File: src/rtl/mp_add_sequencer_if.sv
// mp_add_sequencer_if: operand/result handshake bundle for the multi-precision add sequencer
interface mp_add_sequencer_if #(parameter int NWORDS = 4);
    localparam int W = 16 * NWORDS;
    logic         in_valid;
    logic         in_ready;
    logic [W-1:0] op_a;
    logic [W-1:0] op_b;
    logic         sub;
    logic         cin;
    logic         out_valid;
    logic         out_ready;
    logic [W-1:0] result;
    logic         cout;
    logic         overflow;
    logic         busy;
    modport master (
        output in_valid, op_a, op_b, sub, cin, out_ready,
        input  in_ready, out_valid, result, cout, overflow, busy
    );
    modport slave (
        input  in_valid, op_a, op_b, sub, cin, out_ready,
        output in_ready, out_valid, result, cout, overflow, busy
    );
endinterface

File: src/rtl/mp_add_sequencer.sv
// mp_add_sequencer: multi-precision add/subtract built on one 16-bit ripple-carry word adder, LSW first
module mp_add_sequencer #(
    parameter int NWORDS = 4
) (
    input logic              clk,
    input logic              rst_n,
    mp_add_sequencer_if.slave bus
);
    localparam int IW = $clog2(NWORDS);
    typedef enum logic [1:0] {IDLE, RUN, DONE} state_t;
    state_t                  state, state_n;
    logic [NWORDS-1:0][15:0] a_reg, b_reg, res_reg;
    logic                    carry_reg, cout_reg, ovf_reg;
    logic [IW-1:0]           idx;
    logic [15:0]             a_w, b_w, sum_w;
    logic [16:0]             c;
    logic                    last, accept, in_ready, out_valid, busy;
    assign a_w    = a_reg[idx];
    assign b_w    = b_reg[idx];
    assign c[0]   = carry_reg;
    assign last   = idx == IW'(NWORDS - 1);
    assign accept = state == IDLE && bus.in_valid;
    // 16-bit ripple-carry word adder; c[15] and c[16] give the MSB carries for overflow
    for (genvar g = 0; g < 16; g++) begin : g_rca
        assign sum_w[g] = a_w[g] ^ b_w[g] ^ c[g];
        assign c[g+1]   = (a_w[g] & b_w[g]) | (c[g] & (a_w[g] ^ b_w[g]));
    end
    // State register
    always_ff @(posedge clk or negedge rst_n) begin
        if (!rst_n) state <= IDLE;
        else        state <= state_n;
    end
    // Next-state and handshake outputs; DONE ignores in_valid so the source must wait for in_ready
    always_comb begin
        state_n   = state;
        in_ready  = 1'b0;
        out_valid = 1'b0;
        busy      = 1'b0;
        case (state)
            IDLE: begin
                in_ready = 1'b1;
                if (bus.in_valid) state_n = RUN;
            end
            RUN: begin
                busy = 1'b1;
                if (last) state_n = DONE;
            end
            DONE: begin
                busy      = 1'b1;
                out_valid = 1'b1;
                if (bus.out_ready) state_n = IDLE;
            end
            default: state_n = IDLE;
        endcase
    end
    // Operand latch on accept, then one word per cycle with the carry register chaining words
    always_ff @(posedge clk or negedge rst_n) begin
        if (!rst_n) begin
            a_reg     <= '0;
            b_reg     <= '0;
            res_reg   <= '0;
            carry_reg <= 1'b0;
            cout_reg  <= 1'b0;
            ovf_reg   <= 1'b0;
            idx       <= '0;
        end else if (accept) begin
            a_reg     <= bus.op_a;
            b_reg     <= bus.sub ? ~bus.op_b : bus.op_b;
            carry_reg <= bus.sub | bus.cin;
            idx       <= '0;
        end else if (state == RUN) begin
            res_reg[idx] <= sum_w;
            carry_reg    <= c[16];
            idx          <= idx + IW'(1);
            if (last) begin
                cout_reg <= c[16];
                ovf_reg  <= c[16] ^ c[15];
            end
        end
    end
    assign bus.in_ready  = in_ready;
    assign bus.out_valid = out_valid;
    assign bus.busy      = busy;
    assign bus.result    = res_reg;
    assign bus.cout      = cout_reg;
    assign bus.overflow  = ovf_reg;
endmodule

File: src/flat_wrapper.sv
// flat-port wrapper written by rule: the top's interface ports become plain ports
module mp_add_sequencer_flat 
#(
    parameter int NWORDS = 4
)
  (clk, rst_n, bus_in_valid, bus_op_a, bus_op_b, bus_sub, bus_cin, bus_out_ready, bus_in_ready, bus_out_valid, bus_result, bus_cout, bus_overflow, bus_busy);
  mp_add_sequencer_if #(.NWORDS(NWORDS)) bus_i ();
  input logic clk;
  input logic rst_n;
  input wire logic [$bits(bus_i.in_valid)-1:0] bus_in_valid;
  input wire logic [$bits(bus_i.op_a)-1:0] bus_op_a;
  input wire logic [$bits(bus_i.op_b)-1:0] bus_op_b;
  input wire logic [$bits(bus_i.sub)-1:0] bus_sub;
  input wire logic [$bits(bus_i.cin)-1:0] bus_cin;
  input wire logic [$bits(bus_i.out_ready)-1:0] bus_out_ready;
  output wire logic [$bits(bus_i.in_ready)-1:0] bus_in_ready;
  output wire logic [$bits(bus_i.out_valid)-1:0] bus_out_valid;
  output wire logic [$bits(bus_i.result)-1:0] bus_result;
  output wire logic [$bits(bus_i.cout)-1:0] bus_cout;
  output wire logic [$bits(bus_i.overflow)-1:0] bus_overflow;
  output wire logic [$bits(bus_i.busy)-1:0] bus_busy;
  assign bus_i.in_valid = bus_in_valid;
  assign bus_i.op_a = bus_op_a;
  assign bus_i.op_b = bus_op_b;
  assign bus_i.sub = bus_sub;
  assign bus_i.cin = bus_cin;
  assign bus_i.out_ready = bus_out_ready;
  assign bus_in_ready = bus_i.in_ready;
  assign bus_out_valid = bus_i.out_valid;
  assign bus_result = bus_i.result;
  assign bus_cout = bus_i.cout;
  assign bus_overflow = bus_i.overflow;
  assign bus_busy = bus_i.busy;
  mp_add_sequencer #(.NWORDS(NWORDS)) u_core (.clk(clk), .rst_n(rst_n), .bus(bus_i));
endmodule
File: config.mk
export PLATFORM = sky130hd
export DESIGN_NAME = mp_add_sequencer_flat
export DESIGN_NICKNAME = d
export VERILOG_FILES = /design/src/rtl/mp_add_sequencer_if.sv /design/src/rtl/mp_add_sequencer.sv /design/src/flat_wrapper.sv
export SDC_FILE = /design/constraint.sdc
export NUM_CORES = 1
export LEC_CHECK = 0
export ABC_AREA = 0
export CAP_MARGIN = 20
export CORE_MARGIN = 5
export CORE_UTILIZATION = 45
export CTS_CLUSTER_DIAMETER = 150
export CTS_CLUSTER_SIZE = 20
export DETAILED_ROUTE_END_ITERATION = 7
export PLACE_DENSITY = 0.72
export SYNTH_ARGS = -nofsm -noshare
export SYNTH_HDL_FRONTEND = slang
export SYNTH_SLANG_ARGS = --single-unit
File: constraint.sdc
create_clock -name clk -period 10.9 [get_ports clk]
set_input_delay 2.18 -clock clk [delete_from_list [all_inputs] [get_ports clk]]
set_output_delay 2.18 -clock clk [all_outputs]
set_load 0.02 [all_outputs]
# Yosys cells after proc, flatten, opt, wreduce, memory -nomap -nowiden
# Cells that the tools add are included.
[word_totals] elab_cells=137 input_bits=134 ff_bits=199
[classes] addsub=1 eq_ne=6 order_cmp=2 n_reduce_logical=8 n_bitwise=84 mux=19
[ops] operator="$bmux 16 s2" count=2
[ops] operator="$bwmux 64" count=1
[ops] operator="$mux 64" count=1
[ops] operator="$not 64->64" count=1
[ops] operator="$mux 16" count=3
[ops] operator="$xor 1x1->1" count=33
[ops] operator="$and 1x1->1" count=32
[ops] operator="$demux 16 s2" count=1
[ops] operator="$or 1x1->1" count=17
[ops] operator="$mux 2" count=5
[ops] operator="$pmux 2 s3" count=1
[ops] operator="$reduce_and 3->1" count=2
[ops] operator="$mux 1" count=5
[ops] operator="$eq 2x2->1 const B" count=2
[ops] operator="$ne 2x2->1 const B" count=2
[ops] operator="$lt 2x3->1 const B" count=1
[ops] operator="$add 2x1->2 const B" count=1
[ops] operator="$eq 2x1->1 const B" count=1
[ops] operator="$ge 2x1->1 const B" count=1
[ops] operator="$logic_and 1x1->1" count=2
[ops] operator="$logic_not 2->1" count=1
[ops] operator="$ne 2x1->1 const B" count=1
[ops] operator="$reduce_and 2->1" count=1
[ops] operator="$reduce_bool 2->1" count=1
[ops] operator="other kinds (2)" count=2

# Logic depth before layout (Yosys ltp)
[depth] word_depth=37 depth_mapped=25 mapped_depth_nobuf=23

# Worst setup path after synthesis
# Ideal clock, no wire load.
[synth_path] kind="register -> register" from="reg u_core.idx[0]" to="reg u_core.res_reg (netlist bit u_core.bus.result[15])" arrival_time_ns=7.443 n_path_buf=2 path_slack_ns=3.374 path_stages_with_launch=24 required_ns=10.817 setup_time_ns=0.083 period_less_slack_ns=7.526 path_cell_list="dfrtp_1 > buf_6 > buf_12 > mux4_2 > fa_1 > fa_1 > fa_1 > fa_1 > fa_1 > fa_1 > fa_1 > fa_1 > fa_1 > fa_1 > fa_1 > fa_1 > fa_1 > inv_1 > fa_1 > inv_1 > fa_1 > inv_1 > fa_1 > o21ai_0"
[synth_via] elab_chain_len=35
[synth_rtl] element="start, declared" line_no="mp_add_sequencer.sv:14" text="logic [IW-1:0] idx;"
[synth_rtl] element="start signal, assigned" line_no="mp_add_sequencer.sv:74" text="idx <= idx + IW'(1);"
[synth_rtl] element="$bmux 16 s2, on equally long branches" line_no="mp_add_sequencer.sv:18, mp_add_sequencer.sv:19"
[synth_rtl] element="$mux 16, on equally long branches" line_no="mp_add_sequencer.sv:18, mp_add_sequencer.sv:19"
[synth_rtl] element="$xor 1x1->1" line_no="mp_add_sequencer.sv:26" text="assign c[g+1] = (a_w[g] & b_w[g]) | (c[g] & (a_w[g] ^ b_w[g]));"
[synth_rtl] element="$and 1x1->1" line_no="mp_add_sequencer.sv:26"
[synth_rtl] element="$or 1x1->1" line_no="mp_add_sequencer.sv:26"
[synth_rtl] element="$and 1x1->1" line_no="mp_add_sequencer.sv:26"
[synth_rtl] element="$or 1x1->1" line_no="mp_add_sequencer.sv:26"
[synth_rtl] element="$and 1x1->1" line_no="mp_add_sequencer.sv:26"
[synth_rtl] element="[19 not listed]"
[synth_rtl] element="$and 1x1->1" line_no="mp_add_sequencer.sv:26"
[synth_rtl] element="$or 1x1->1" line_no="mp_add_sequencer.sv:26"
[synth_rtl] element="$and 1x1->1" line_no="mp_add_sequencer.sv:26"
[synth_rtl] element="$or 1x1->1" line_no="mp_add_sequencer.sv:26"
[synth_rtl] element="$and 1x1->1" line_no="mp_add_sequencer.sv:26"
[synth_rtl] element="$or 1x1->1" line_no="mp_add_sequencer.sv:26"
[synth_rtl] element="$xor 1x1->1" line_no="mp_add_sequencer.sv:25" text="assign sum_w[g] = a_w[g] ^ b_w[g] ^ c[g];"
[synth_rtl] element="$bwmux 64 (*)" line_no="mp_add_sequencer.sv:72" text="res_reg[idx] <= sum_w;"
[synth_rtl] element="end signal, assigned by index" line_no="mp_add_sequencer.sv:72"
[synth_rtl] element="end, declared" line_no="mp_add_sequencer.sv:12" text="logic [NWORDS-1:0][15:0] a_reg, b_reg, res_reg;"
# Every way passes the cells marked *; elsewhere a longest branch is shown, timed or not. The select of a mux whose other input is x is not followed.
# A chain may end at the register's enable or synchronous reset.

# Worst setup path in the final report
[layout_path] from="reg u_core.idx[0]" to="reg u_core.res_reg (netlist bit u_core.bus.result[63])"
# Same word-level chain as after synthesis.

==> flow_summary.toml <==
[grt]
grt_remaining_overflow = 0
first_global_vias = 6136
grt_antenna_before_repair = 0
wire_length_of_the_first_global_routing_pass_mm = 33.5
grt_start_max_net_pins = 123
global_routing_usage_summed_across_all_routing_layers_pct = 17.9

[synth]
netlist_top_cells_area = "sky130_fd_sc_hd__dfrtp_1, sky130_fd_sc_hd__nand2_1, sky130_fd_sc_hd__mux4_2"
synth_top_area_share_pct = 53.0
synth_cell_types = 27
post_synthesis_instance_area_mm2 = 0.00940
yosys_register_bits = 199
synth_seq_area_share_pct = 53.0
synthDominantAreaCellType = "sky130_fd_sc_hd__dfrtp_1"
synth.avg_cell_area_um2 = 11.8
mappedNetlistNets = 953
yosysWarningCount = 0
postSynthCellCount = 796

[clocking]
cts.sink_count = 199
clock_latency_ps = 430
cts_hold_buffers = 0
cts-resized-gates = 0
tritoncts.num_buffers = 17
cts_root_buffer = "sky130_fd_sc_hd__clkbuf_16"
h_tree_lvls = 4
clock_path_buffers = 2
cts_setup_buffers = 0
tritoncts = "done"
clkTransAtPathRegs_ps = 70

[pwr]
p_switching_mw = 1.47
p_comb_share_pct = 49.3
static-leakage-power_nw = 5.44
internal_portion_of_total_power_mw = 2.39
worst_case_vdd_ir_drop_uv = 120
power_density_mw_per_mm2 = 319
clockPowerShare_pct = 17.0
power_switching_share_pct = 38.0
seqPwrFrac_pct = 33.7

[timing]
setup-violations-final = 0
drv_slew = 0
max_slew_margin_pct = 32.8
skew_ps = 8.69
final.hold.worst_slack_ps = 470
tns_ps = 0
period_share_pct = 72.7
worst-slew-pin-transition_ps = 1010
maximum_operating_frequency_ghz = 0.126
layout_min_cycle_time_ps = 7930
rsz_0062_raised_after_global_routing = "no"
timing.final.hold_violations = 0

[cells_and_area]
num-fill-cells = 1713
areaGrowthSynthToFinish_pct = 28.5
mostFrequentLayoutCell = "sky130_fd_sc_hd__nand2_1"
layout-drive-gt1-share_pct = 13.4
finalInstanceArea_mm2 = 0.0121
mostFrequentLayoutCells = "sky130_fd_sc_hd__nand2_1, sky130_fd_sc_hd__clkdlybuf4s50_1, sky130_fd_sc_hd__dfrtp_1"
final-instance-count-excl-fill = 1258
fin_nets = 1131

[die]
floorplan.initialDensity_pct = 46.0
io-pin-count = 203
die_x_um = 155
placementRows = 52
dieArea_mm2 = 0.0239
core-area_mm2 = 0.0204
die-height_um = 155

[worst_setup_path]
critPathMaxFanout = 32
timing.reg2reg.setup_slack_ps = 2970
end_kind = "register"
worst_r2r_path_depth = 21
crit_arrival_ps = 8270
nature_of_the_critical_path_startpoint = "register"
r2r_end = "u_core.bus.result[63]$_DFFE_PN0P_"
r2r-start = "u_core.idx[0]$_DFFE_PN0P_"
timing.critical_path.required_ps = 11240
worst-setup-path-type = "register to register"

[routing]
antenna_left = 0
drt-wirelength-per-cell_um = 17.0
route.final.wire_length_mm = 21.4
drcViolationCount = 0
num_vias = 6137
drt_first_iter_violations = 284
drt-vias-per-instance = 4.88
tritonroute_pass_1_iters = 4

[hold_path]
worstHoldPathType = "register to register"
min_to = "u_core.a_reg[55]$_DFFE_PN0P_"
holdCritStartpoint = "u_core.a_reg[55]$_DFFE_PN0P_"
hold_path_depth = 2

[placed_design]
place.port_buffers = 202
placed_cell_area_mm2 = 0.0114
dp_hpwl_mm = 15.6
placed_cells_incl_taps = 1223
final_estimated_routing_congestion_in_global_placement = 0.780

[outcome]
run_status = "finished, final reports clean"

[job]
max-cap-violations = 0
-- through the flow --
step                      util (%)  power (mW)  setup slack (ps)
after CTS                     58.9        3.89              2860
after global placement        55.9        3.16              3010
after detailed placement      55.9        3.23              2880
final                         59.2        3.86              2970
after global routing          59.1        4.13              2550
after floorplan                  -        2.57              3370
-- how the worst max path moves through the flow --
stage	depth (start not counted)	from	to	slack, ps
6_report	21	u_core.idx[0]$_DFFE_PN0P_	u_core.bus.result[63]$_DFFE_PN0P_	2970
5_1_grt	21	u_core.idx[0]$_DFFE_PN0P_	u_core.bus.result[63]$_DFFE_PN0P_	2550
4_1_cts	21	u_core.idx[0]$_DFFE_PN0P_	u_core.bus.result[63]$_DFFE_PN0P_	2860
3_5_place_dp	21	u_core.idx[0]$_DFFE_PN0P_	u_core.bus.result[63]$_DFFE_PN0P_	2880
3_3_place_gp	21	u_core.idx[0]$_DFFE_PN0P_	u_core.bus.result[15]$_DFFE_PN0P_	3010
2_1_floorplan	23	u_core.idx[0]$_DFFE_PN0P_	u_core.bus.result[15]$_DFFE_PN0P_	3370
-- Yosys cell counts --
| master | n |
|---|---|
| sky130_fd_sc_hd__mux2_4 | 30 |
| sky130_fd_sc_hd__mux4_2 | 28 |
| sky130_fd_sc_hd__xor2_1 | 1 |
| sky130_fd_sc_hd__mux2_2 | 27 |
| sky130_fd_sc_hd__nor2_1 | 2 |
| sky130_fd_sc_hd__a21oi_1 | 1 |
| sky130_fd_sc_hd__nor3_1 | 1 |
| sky130_fd_sc_hd__a31oi_1 | 2 |
| sky130_fd_sc_hd__o21ai_0 | 75 |
| sky130_fd_sc_hd__o211ai_1 | 1 |
| sky130_fd_sc_hd__clkbuf_1 | 9 |
| sky130_fd_sc_hd__mux4_1 | 4 |
| sky130_fd_sc_hd__ha_1 | 7 |
| sky130_fd_sc_hd__and2_1 | 1 |
| sky130_fd_sc_hd__buf_12 | 3 |
| sky130_fd_sc_hd__buf_4 | 7 |
| sky130_fd_sc_hd__nand2_1 | 268 |
| sky130_fd_sc_hd__dfrtp_1 | 199 |
| sky130_fd_sc_hd__inv_1 | 12 |
| sky130_fd_sc_hd__fa_1 | 16 |
| sky130_fd_sc_hd__nand2_4 | 1 |
| sky130_fd_sc_hd__buf_2 | 16 |
| sky130_fd_sc_hd__mux2i_1 | 1 |
| sky130_fd_sc_hd__nand2_8 | 3 |
| sky130_fd_sc_hd__nand2b_1 | 2 |
| sky130_fd_sc_hd__buf_6 | 14 |
| sky130_fd_sc_hd__xnor2_1 | 65 |
-- kinds of logic after synthesis --
logic type               after synthesis  synth area share (%)
AND/OR/NAND/NOR                      278                  11.8
XOR/XNOR                              66                  6.15
flip-flops                           199                  53.0
AO/OA/AOI/OAI                         79                  4.26
multiplexers                          90                  16.0
buffers and inverters                 61                  4.56
adder cells (fa/ha/maj)               23                  4.34
-- per-layer routing --
layer  GRT usage [%]  vias up  share of wire [%]
met5               0        -                  0
met4            4.33        0               0.66
met3            3.49       11                5.4
met2            26.7      164                 45
met1            27.3     2992                 49
li1                -     2970                  -
-- layout make-up --
| type | count | area (um^2) | share of cell area [%] |
|---|---|---|---|
| Antenna cell | 1 | 2.50 | 0.0207 |
| Clock buffer | 19 | 443 | 3.66 |
| Clock inverter | 13 | 171 | 1.42 |
| Inverter | 12 | 45.0 | 0.373 |
| Multi-Input combinational cell | 536 | 4000 | 33.1 |
| Sequential cell | 199 | 4980 | 41.2 |
| Tap cell | 270 | 338 | 2.80 |
| Timing Repair Buffer | 208 | 2100 | 17.4 |
-- worst max-delay path, stage by stage (launching register included) --
cell and delay, ps:
sky130_fd_sc_hd__dfrtp_2 450, sky130_fd_sc_hd__buf_4 530, sky130_fd_sc_hd__mux4_2 620, sky130_fd_sc_hd__fa_1 430, sky130_fd_sc_hd__fa_1 390, sky130_fd_sc_hd__fa_1 390, sky130_fd_sc_hd__fa_1 390, sky130_fd_sc_hd__fa_1 400
sky130_fd_sc_hd__fa_1 400, sky130_fd_sc_hd__fa_1 390, sky130_fd_sc_hd__fa_1 410, sky130_fd_sc_hd__fa_1 400, sky130_fd_sc_hd__fa_1 420, sky130_fd_sc_hd__fa_1 400, sky130_fd_sc_hd__fa_1 380, sky130_fd_sc_hd__inv_1 80
sky130_fd_sc_hd__fa_1 170, sky130_fd_sc_hd__inv_1 50, sky130_fd_sc_hd__fa_1 400, sky130_fd_sc_hd__inv_1 90, sky130_fd_sc_hd__fa_1 450, sky130_fd_sc_hd__o21ai_0 170
-- power groups by stage --
stage                     sequential, mW  clock (mW)  combinational, mW
after global routing                1.34       0.699               2.09
after CTS                           1.30       0.669               1.92
after floorplan                     1.39           0               1.17
final                               1.30       0.655               1.90
after detailed placement            1.32           0               1.92
after global placement              1.30           0               1.86
Power figures use the tool's default switching activity.
